File: src/rtl/pattern_gen_mc.sv
// pattern_gen_mc: multi-mode VGA test-pattern generator, fixed 2-cycle latency on colour, de and syncs.
// Optional frame border overlay is built when PATTERN_BORDER_EN is defined.
module pattern_gen_mc #(
  parameter int unsigned COORD_W    = 11,
  parameter int unsigned COLOR_W    = 4,
  parameter int unsigned SPEED_W    = 4,
  parameter int unsigned GRAD_SHIFT = 5,
  parameter int unsigned BAR_SHIFT  = 6,
  parameter int unsigned CHK_SHIFT  = 4,
  parameter int unsigned FCNT_W     = 16,
  parameter int unsigned H_ACTIVE   = 640,
  parameter int unsigned V_ACTIVE   = 480
) (
  input  logic               clk,
  input  logic               rst,
  input  logic [COORD_W-1:0] x,
  input  logic [COORD_W-1:0] y,
  input  logic               de_in,
  input  logic               hsync_in,
  input  logic               vsync_in,
  input  logic [2:0]         mode_sel,
  input  logic [SPEED_W-1:0] speed,
  input  logic               dir,
  input  logic               freeze,
  output logic [COLOR_W-1:0] r,
  output logic [COLOR_W-1:0] g,
  output logic [COLOR_W-1:0] b,
  output logic               de_out,
  output logic               hsync_out,
  output logic               vsync_out,
  output logic [FCNT_W-1:0]  frame_cnt
);

  localparam int unsigned MODE_W = 3;
  localparam logic [COLOR_W-1:0] MAX = '1;

  logic                 vsync_d_q, vsync_d_d;
  logic [MODE_W-1:0]    mode_act_q, mode_act_d;
  logic [COORD_W-1:0]   offset_q, offset_d;
  logic [FCNT_W-1:0]    frame_cnt_q, frame_cnt_d;
  logic                 frame_edge_c;

  logic [COORD_W-1:0]   s1_x_q, s1_x_d;
  logic [COORD_W-1:0]   s1_y_q, s1_y_d;
  logic                 s1_de_q, s1_de_d;
  logic                 s1_hs_q, s1_hs_d;
  logic                 s1_vs_q, s1_vs_d;
  logic [MODE_W-1:0]    s1_mode_q, s1_mode_d;
`ifdef PATTERN_BORDER_EN
  logic                 s1_border_q, s1_border_d;
`endif

  logic [COLOR_W-1:0]   r_q, r_d, g_q, g_d, b_q, b_d;
  logic                 de_q, de_d, hs_q, hs_d, vs_q, vs_d;
  logic [2:0]           bar_idx_c;
  logic                 unused_c;

  // Frame-boundary control: mode, scroll offset and frame count only move on a vsync rising edge
  always_comb begin
    vsync_d_d    = vsync_in;
    mode_act_d   = mode_act_q;
    offset_d     = offset_q;
    frame_cnt_d  = frame_cnt_q;
    frame_edge_c = vsync_in & ~vsync_d_q;
    if (frame_edge_c) begin
      mode_act_d  = mode_sel;
      frame_cnt_d = frame_cnt_q + FCNT_W'(1);
      if (!freeze) begin
        offset_d = dir ? (offset_q - COORD_W'(speed)) : (offset_q + COORD_W'(speed));
      end
    end
  end

  // Stage 1: scrolled column plus the mode in force when this pixel arrived
  always_comb begin
    s1_x_d    = x + offset_q;
    s1_y_d    = y;
    s1_de_d   = de_in;
    s1_hs_d   = hsync_in;
    s1_vs_d   = vsync_in;
    s1_mode_d = mode_act_q;
`ifdef PATTERN_BORDER_EN
    s1_border_d = de_in && ((x == '0) || (x == COORD_W'(H_ACTIVE - 1)) ||
                            (y == '0) || (y == COORD_W'(V_ACTIVE - 1)));
`endif
  end

  // Stage 2: colour generation, border override, de blanking
  always_comb begin
    r_d       = '0;
    g_d       = '0;
    b_d       = '0;
    de_d      = s1_de_q;
    hs_d      = s1_hs_q;
    vs_d      = s1_vs_q;
    bar_idx_c = s1_x_q[BAR_SHIFT +: 3];
    case (s1_mode_q)
      3'd0: begin
        r_d = s1_x_q[GRAD_SHIFT +: COLOR_W];
        g_d = s1_y_q[GRAD_SHIFT +: COLOR_W];
        b_d = MAX - s1_x_q[GRAD_SHIFT +: COLOR_W];
      end
      3'd1: begin
        // bar order white..black reduces to inverted index bits per channel
        r_d = {COLOR_W{~bar_idx_c[1]}};
        g_d = {COLOR_W{~bar_idx_c[2]}};
        b_d = {COLOR_W{~bar_idx_c[0]}};
      end
      3'd2: begin
        r_d = {COLOR_W{s1_x_q[CHK_SHIFT] ^ s1_y_q[CHK_SHIFT]}};
        g_d = r_d;
        b_d = r_d;
      end
      3'd3: begin
        r_d = s1_y_q[GRAD_SHIFT +: COLOR_W];
        g_d = r_d;
        b_d = r_d;
      end
      default: begin
        r_d = '0;
        g_d = '0;
        b_d = '0;
      end
    endcase
`ifdef PATTERN_BORDER_EN
    if (s1_border_q) begin
      r_d = MAX;
      g_d = MAX;
      b_d = MAX;
    end
`endif
    if (!s1_de_q) begin
      r_d = '0;
      g_d = '0;
      b_d = '0;
    end
  end

  // Coordinate bits outside the pattern slices are intentionally dropped
  assign unused_c = ^{s1_x_q, s1_y_q, H_ACTIVE, V_ACTIVE};

  always_ff @(posedge clk) begin
    if (rst) begin
      vsync_d_q   <= 1'b1;
      mode_act_q  <= '0;
      offset_q    <= '0;
      frame_cnt_q <= '0;
      s1_x_q      <= '0;
      s1_y_q      <= '0;
      s1_de_q     <= 1'b0;
      s1_hs_q     <= 1'b0;
      s1_vs_q     <= 1'b0;
      s1_mode_q   <= '0;
`ifdef PATTERN_BORDER_EN
      s1_border_q <= 1'b0;
`endif
      r_q         <= '0;
      g_q         <= '0;
      b_q         <= '0;
      de_q        <= 1'b0;
      hs_q        <= 1'b0;
      vs_q        <= 1'b0;
    end else begin
      vsync_d_q   <= vsync_d_d;
      mode_act_q  <= mode_act_d;
      offset_q    <= offset_d;
      frame_cnt_q <= frame_cnt_d;
      s1_x_q      <= s1_x_d;
      s1_y_q      <= s1_y_d;
      s1_de_q     <= s1_de_d;
      s1_hs_q     <= s1_hs_d;
      s1_vs_q     <= s1_vs_d;
      s1_mode_q   <= s1_mode_d;
`ifdef PATTERN_BORDER_EN
      s1_border_q <= s1_border_d;
`endif
      r_q         <= r_d;
      g_q         <= g_d;
      b_q         <= b_d;
      de_q        <= de_d;
      hs_q        <= hs_d;
      vs_q        <= vs_d;
    end
  end

  assign r         = r_q;
  assign g         = g_q;
  assign b         = b_q;
  assign de_out    = de_q;
  assign hsync_out = hs_q;
  assign vsync_out = vs_q;
  assign frame_cnt = frame_cnt_q;

endmodule

File: config.mk
export PLATFORM = sky130hd
export DESIGN_NAME = pattern_gen_mc
export DESIGN_NICKNAME = d
export VERILOG_FILES = /design/src/rtl/pattern_gen_mc.sv
export SDC_FILE = /design/constraint.sdc
export NUM_CORES = 1
export LEC_CHECK = 0
export CAP_MARGIN = 25
export CORE_ASPECT_RATIO = 1.75
export CORE_UTILIZATION = 35
export CTS_CLUSTER_SIZE = 8
export DETAILED_ROUTE_END_ITERATION = 10
export DONT_BUFFER_PORTS = 1
export HOLD_SLACK_MARGIN = 0.03
export PLACE_DENSITY_LB_ADDON = 0.25
export REMOVE_ABC_BUFFERS = 1
export SLEW_MARGIN = 30
export SYNTH_ARGS = -nofsm -noshare
export SYNTH_HDL_FRONTEND = slang
export SYNTH_SLANG_ARGS = --single-unit
export TNS_END_PERCENT = 100
File: constraint.sdc
create_clock -name clk -period 2.8 [get_ports clk]
set_input_delay 0.56 -clock clk [delete_from_list [all_inputs] [get_ports clk]]
set_output_delay 0.56 -clock clk [all_outputs]
set_load 0.05 [all_outputs]
## Word level (Yosys, flattened, before mapping)

Index checks and enable logic that the tools add are counted.

| word-level totals | value |
|---|---|
| register bits after elaboration | 70 |
| bits in latches | 0 |
| memory bits (writable) | 0 |
| memory bits (read-only) | 0 |
| word-level logic and storage cells | 40 |
| memories kept | 0 |

| cells by class | value |
|---|---|
| $add $sub $neg | 5 |
| multiply operators | 0 |
| div/mod/pow operators | 0 |
| magnitude comparators | 0 |
| eq/ne operators | 3 |
| shift operators | 0 |
| multiplexer cells | 4 |
| bitwise gates (word level) | 8 |
| reductions and logical operators | 4 |

Operators by type and width:

| cell | count |
|---|---|
| case mux 4 bit (4 select lines) | 2 |
| adder 16 x 1 -> 16 bit, second input constant | 1 |
| case mux 4 bit (3 select lines) | 1 |
| adder 11 x 4 -> 11 bit | 1 |
| 2-to-1 mux 11 bit | 1 |
| subtractor 11 x 4 -> 11 bit | 1 |
| adder 9 bit | 1 |
| == test 3 x 2 -> 1 bit, second input constant | 2 |
| NOT 1 bit | 6 |
| OR reduction 2 bit | 2 |
| subtractor 4 bit, first input constant | 1 |
| == test 3 x 1 -> 1 bit, second input constant | 1 |
| logical NOT 3 bit | 1 |
| AND reduction 2 bit | 1 |
| AND 1 bit | 1 |
| bitwise XOR 1 bit | 1 |

## Logic depth before layout (Yosys ltp)

| depth | value |
|---|---|
| depth after elaboration | 3 |
| mapped depth | 10 |
| depth with buffers taken out | 10 |

## Least setup slack after synthesis

Ideal clock, no wire load.

| timing path | value |
|---|---|
| path type | input to register |
| from | in speed[0] |
| to | reg offset_q[8] |
| library setup time | 0.123 ns |
| data arrival time | 2.485 ns |
| setup slack | 0.192 ns |
| stages on the path | 9 |
| cells stage by stage | inv_1 -> ha_1 -> mux2_2 -> fa_1 -> nand2b_1 -> a211oi_1 -> o21ai_0 -> a21oi_2 -> mux2_1 |

| between the ends | value |
|---|---|
| cells in the longest elaborated chain, start to end | 2 |
| elaborated cells between the ends (all ways) | 3 |
| those cells by class | add/sub (2); mux (1) |

RTL lines:

| item | line | RTL |
|---|---|---|
| start, declared | 22 | `input logic [SPEED_W-1:0] speed,` |
| adder 11 x 4 -> 11 bit / subtractor 11 x 4 -> 11 bit (equally long branches) | 69 | `offset_d = dir ? (offset_q - COORD_W'(speed)) : (offset_q + COORD_W'(speed));` |
| 2-to-1 mux 11 bit (*) | 69 |  |
| end signal, assigned | 166 | `offset_q <= offset_d;` |
| end, declared | 39 | `logic [COORD_W-1:0] offset_q, offset_d;` |

Every way passes the cells marked *; elsewhere a longest branch is shown, timed or not.
A chain may end at the register's enable or synchronous reset.

## Final worst setup path

Same ends and word-level chain as after synthesis.

==> flow_summary.ini <==
[layout]
num_antenna_cells = 0
nets = 393
synthToLayoutAreaGrowth_pct = 16.46
drive_above_1_share_pct = 9.329

[clock_tree]
postCtsSetupBuffers = 0
cts_buffers = 9
cts_root_buf = clkbuf_16
cts_tree = done
cts_resized = 0
clock_sinks = 60
clkLatencyLatePin_ns = 0.33
hold_buffers = 0
cts_buffer_depth = 2
path_clk_slew_ns = 0.05
htreeDepth = 3

[power]
p_per_area_nw_per_um2 = 693.5
p_leak_nw = 1.349
power_w = 0.002309
max-vdd-ir-drop_v = 0.0003223

[grt]
track_usage_pct = 15.59
grt_pass1_vias = 2203
antenna_found_initial = 0
gr-total-overflow = 0
grt_pass1_wl_um = 10240
grt_start_max_net_pins = 50

[logic_synthesis]
synth_edf_count = 0
synth-main-ff-cell = dfxtp_1
synth.distinct_cells = 47
seq_area_frac_synth_pct = 42.01
synth.avg_cell_area_um2 = 8.716
ys_ff_latch = 60
syn-cell-area_um2 = 2859
synth-async-reset-ratio_pct = 0
netlist_instances = 328
synth-warning-count = 0

[route]
vias = 2256
drtIter0Drc = 169
routed_via_density = 5.210
ant_nets = 0
wl_per_cell_um = 14.23
first_pass_iters = 4
drc_errors = 0
finalWirelength_um = 6160

[timing]
setup_slack_ns = 0.2680
slew_violations = 0
period_needed_ns = 2.532
setup_viol = 0
worst_pin_slew_ns = 0.6462
fin_worst_skew_ns = 0.005686
setup_tns_ns = 0
fin_crit_sh_pct = 90.43
max_freq_ghz = 0.3949
rsz0062_at_grt = false
relSlewSlack_pct = 56.47
hold_viol_final = 0

[setup_path]
critPathArrivalTime_ns = 2.75
crit_required_ns = 3.02
path_max_fanout = 3
critical_path_class = in2reg
critPathLaunchType = input port
cp-end-kind = register

[floorplanning]
die_w_um = 70.32
num_rows = 43
core_um2 = 7909
die_area_um2 = 8548
initial_core_util_pct = 36.15
io_pins = 67
die_h_um = 121.6

[place]
portBuffers = 0
place_congestion = 0.8066
post-place-ws_ns = -0.1115
place_hpwl_um = 4627

[flow_run]
cap_violations = 0

[run_status]
status = complete, no violations

[worst_hold_path]
worstHoldPathType = in2reg
## placed cells by master, fill, tap and decap left out, types with 5 or more instances in the layout
cell | synthesis | layout
nor2b_1 | 18 | 18
nor2_1 | 28 | 28
a21oi_1 | 29 | 29
nand2b_1 | 5 | 5
nor3_1 | 12 | 12
xnor2_1 | 6 | 6
o21ai_0 | 9 | 9
a21o_1 | 6 | 6
xor2_1 | 12 | 12
buf_4 | 1 | 10
nand2_1 | 30 | 30
inv_1 | 14 | 14
nand4_1 | 5 | 5
nand3_1 | 12 | 12
clkbuf_16 | 0 | 9
ha_1 | 18 | 18
or3_1 | 5 | 5
a211oi_1 | 8 | 8
dfxtp_1 | 60 | 60
## layout make-up
type                            count  area (um^2)
Fill cell                         812         4579
Sequential cell                    60         1201
Multi-Input combinational cell    243         1555
Timing Repair Buffer               10        75.07
Inverter                           14        52.55
Tap cell                           90        112.6
Clock buffer                       11        232.7
Clock inverter                      5        100.1
## report_power, final
part           switching (W)  internal, W
Clock               0.000367     0.000865
Sequential         0.0000425     0.000883
Combinational      0.0000814    0.0000707
## critical path, cell delays in order
cell	delay, ns
inv_1	0.02
ha_1	0.28
mux2_2	0.30
fa_1	0.41
nand2b_1	0.18
a211oi_1	0.34
o21ai_0	0.18
a21oi_2	0.15
mux2_1	0.33
## sequential cells by signal, indices dropped and copies added (netlist names), 3 cells and up
signal and flops:
offset_q 9, s1_x_q 5, r 4, s1_y_q 5, frame_cnt 16, s1_mode_q 3
mode_act_q 3, g 4, b 4
## synth_stat cells (all sizes together), types with 8 or more instances
cell type  count  area [um^2]
xor2          12        105.1
o21ai          9        45.04
nand2         30        112.6
a211oi         8        60.06
nand3         12        60.06
nor2          28        105.1
a21oi         30        153.9
nor3          12        60.06
dfxtp         60         1201
ha            18        225.2
nor2b         18        112.6
inv           14        52.55
## stage by stage
step / hold WS (ns) / util (%) / std cells / area, um^2
floorplan: 0.4138 / - / 317 / 2809
global placement: 0.4182 / 37.89 / 417 / 2997
detailed placement: 0.4266 / 37.89 / 417 / 2997
CTS: 0.2845 / 42.10 / 433 / 3329
global route: 0.2855 / 42.10 / 433 / 3329
finish: 0.2988 / 42.10 / 433 / 3329
## worst paths after layout
check,from,endpoint,slack (ns),depth (start not counted)
worst max register to register,offset_q[0],offset_q[8],0.51,8
worst min-delay path,rst,s1_vs_q,0.30,1
worst max-delay path,speed[0],offset_q[8],0.27,9
worst min register to register,hs_d,hsync_out,0.43,1
## layer usage
layer	share of wire, %	GRT usage (%)
met1	39	15.09
met2	53	28.04
met3	5.1	5.294
met4	2.8	9.375
met5	0	0
## cells by family (layout without fill, tap and decap cells)
family          Yosys count  count (layout)  share of synthesized area, %
simple gates            130             130                         22.80
buf+inv                  25              40                         3.589
flops                    60              60                         42.01
xor+xnor                 18              18                         5.514
mux                       3               3                         1.138
compound gates           73              73                         16.37
fa+ha+maj                19              19                         8.578
Power figures use the tool's default switching activity.
==> RTL edit: new RTL, config.mk and constraints unchanged <==
The option `PATTERN_BORDER_EN` is turned on by a define.
--- a/src/rtl/pattern_gen_mc.sv
+++ b/src/rtl/pattern_gen_mc.sv
@@ -1,4 +1,6 @@
 // pattern_gen_mc: multi-mode VGA test-pattern generator, fixed 2-cycle latency on colour, de and syncs.
 // Optional frame border overlay is built when PATTERN_BORDER_EN is defined.
+`define PATTERN_BORDER_EN
+
 module pattern_gen_mc #(
   parameter int unsigned COORD_W    = 11,
Behaviour: not the same (a bounded check fails within 4 cycles, from zero or initial values and one cycle with rst high).
==> RTL edit against the original RTL <==
Sequential cell count up 1; cell area decreased by 0.30%; largest power group unchanged; wire length increased by 2.8%; the run now ends with design-rule violations left; synthesized area up 1.2%; sequential power is 1% higher; sequential share of layout area grew 0.71 points; hold slack better by 0.0064 ns; register-to-register slack gained 0.07 ns; power is 7.6% lower; worst setup slack gained 0.068 ns; clock power is 15% lower.
==> RTL edit: results (changes against the original RTL) <==
[metrics] outcome: finished with violations (was complete, no violations)
[metrics] violations in the final reports: design-rule violations
[metrics] Worst slew margin: 0.550 (was 0.565)
[metrics] via count of the first global-routing pass: 2344 (was 2203)
[metrics] number of distinct library cells after synthesis: 43 (was 47)
[metrics] reg-to-reg slack, setup: 0.58 ns (was 0.51 ns)
[metrics] net load switching power: 469 uW (was 491 uW)
[metrics] parity-gate share of the synthesized area counting xor and xnor cells: 0.0666 (was 0.0551)
[metrics] worst setup slack after placement: -0.00710 ns (was -0.112 ns)
[metrics] worst supply voltage drop on vdd: 309 uV (was 322 uV)
[metrics] clk root buf: sky130_fd_sc_hd__clkbuf_16 (unchanged)
[metrics] Min-Delay Endpoint: frame_cnt[11] (was s1_vs_q)
[metrics] most numerous cell types in the synthesized netlist: sky130_fd_sc_hd__dfxtp_1 (61), sky130_fd_sc_hd__nor2_1 (32), sky130_fd_sc_hd__nand2_1 (29) (was sky130_fd_sc_hd__dfxtp_1 (60), sky130_fd_sc_hd__nand2_1 (30), sky130_fd_sc_hd__a21oi_1 (29))
[metrics] Setup Skew: 0.00439 ns (was 0.00569 ns)
[metrics] worst hold slack across all endpoints: 0.305 ns (was 0.299 ns)
[metrics] vias per cell: 5.31 (was 5.21)
[metrics] Final nets: 399 (was 393)
[metrics] most area-consuming cells after synthesis: sky130_fd_sc_hd__dfxtp_1 (42%), sky130_fd_sc_hd__ha_1 (7.8%), sky130_fd_sc_hd__a21oi_1 (4.3%) (was sky130_fd_sc_hd__dfxtp_1 (42%), sky130_fd_sc_hd__ha_1 (7.9%), sky130_fd_sc_hd__a21oi_1 (5.1%))
[metrics] non-filler cells, final: 437 (was 433)
[metrics] Post-Place Cell Area: 3040 sq um (was 3000 sq um)
[metrics] First-pass DRT Iterations: 9 (was 4)
[metrics] global placer's final weighted congestion: 0.918 (was 0.807)
[metrics] register area share after synthesis: 0.422 (was 0.420)
[metrics] first-pass GRT wire length: 10900 um (was 10200 um)
[metrics] sw frac: 0.220 (was 0.212)
[metrics] number of instances in the placed design: 423 (was 417)
[metrics] power consumed by sequential cells: 937 uW (was 925 uW)
[metrics] adder and majority gate portion of the synthesized area: 0.0847 (was 0.0858)
[metrics] sum of net half-perimeters after detailed placement: 4850 um (was 4630 um)
[metrics] post-synthesis average cell area: 8.66 sq um (was 8.72 sq um)
[metrics] cell leakage power: 1.35 nW (about the same)
[metrics] fraction of final layout cells with drive strength greater than 1: 0.0836 (was 0.0933)
[metrics] fraction of the cycle the final worst path needs: 0.880 (was 0.904)
[metrics] compound-gate portion of the synthesized area: 0.149 (was 0.164)
[metrics] share of cell area taken by muxes after synthesis: 0.0151 (was 0.0114)
[metrics] DRC errors left: 6 (was 0)
[metrics] gr usage total: 0.163 (was 0.156)
==> RTL edit: changes by cell type after synthesis, moves of 3 or more <==
cell                       change
sky130_fd_sc_hd__a21oi_1       -4
sky130_fd_sc_hd__nor3_1        -7
sky130_fd_sc_hd__nor2_1        +4
sky130_fd_sc_hd__a31oi_1      +10
sky130_fd_sc_hd__a211oi_1      -4
sky130_fd_sc_hd__xnor2_1       +5
sky130_fd_sc_hd__inv_1         +4
sky130_fd_sc_hd__nor4_1        +6
sky130_fd_sc_hd__clkbuf_1      +3
==> RTL edit: layout make-up <==
type                            count  area [sq um]
Fill cell                         785          4640
Multi-Input combinational cell    244          1560
Sequential cell                    61          1220
Clock buffer                       12           246
Tap cell                           90           113
Timing Repair Buffer               10          75.1
Inverter                           18          67.6
Clock inverter                      2          35.0
==> RTL edit: routing by layer <==
layer,global-route usage,share of wire
met1,0.166,0.38
met2,0.289,0.53
met3,0.0599,0.061
met4,0.0813,0.030
met5,0,0
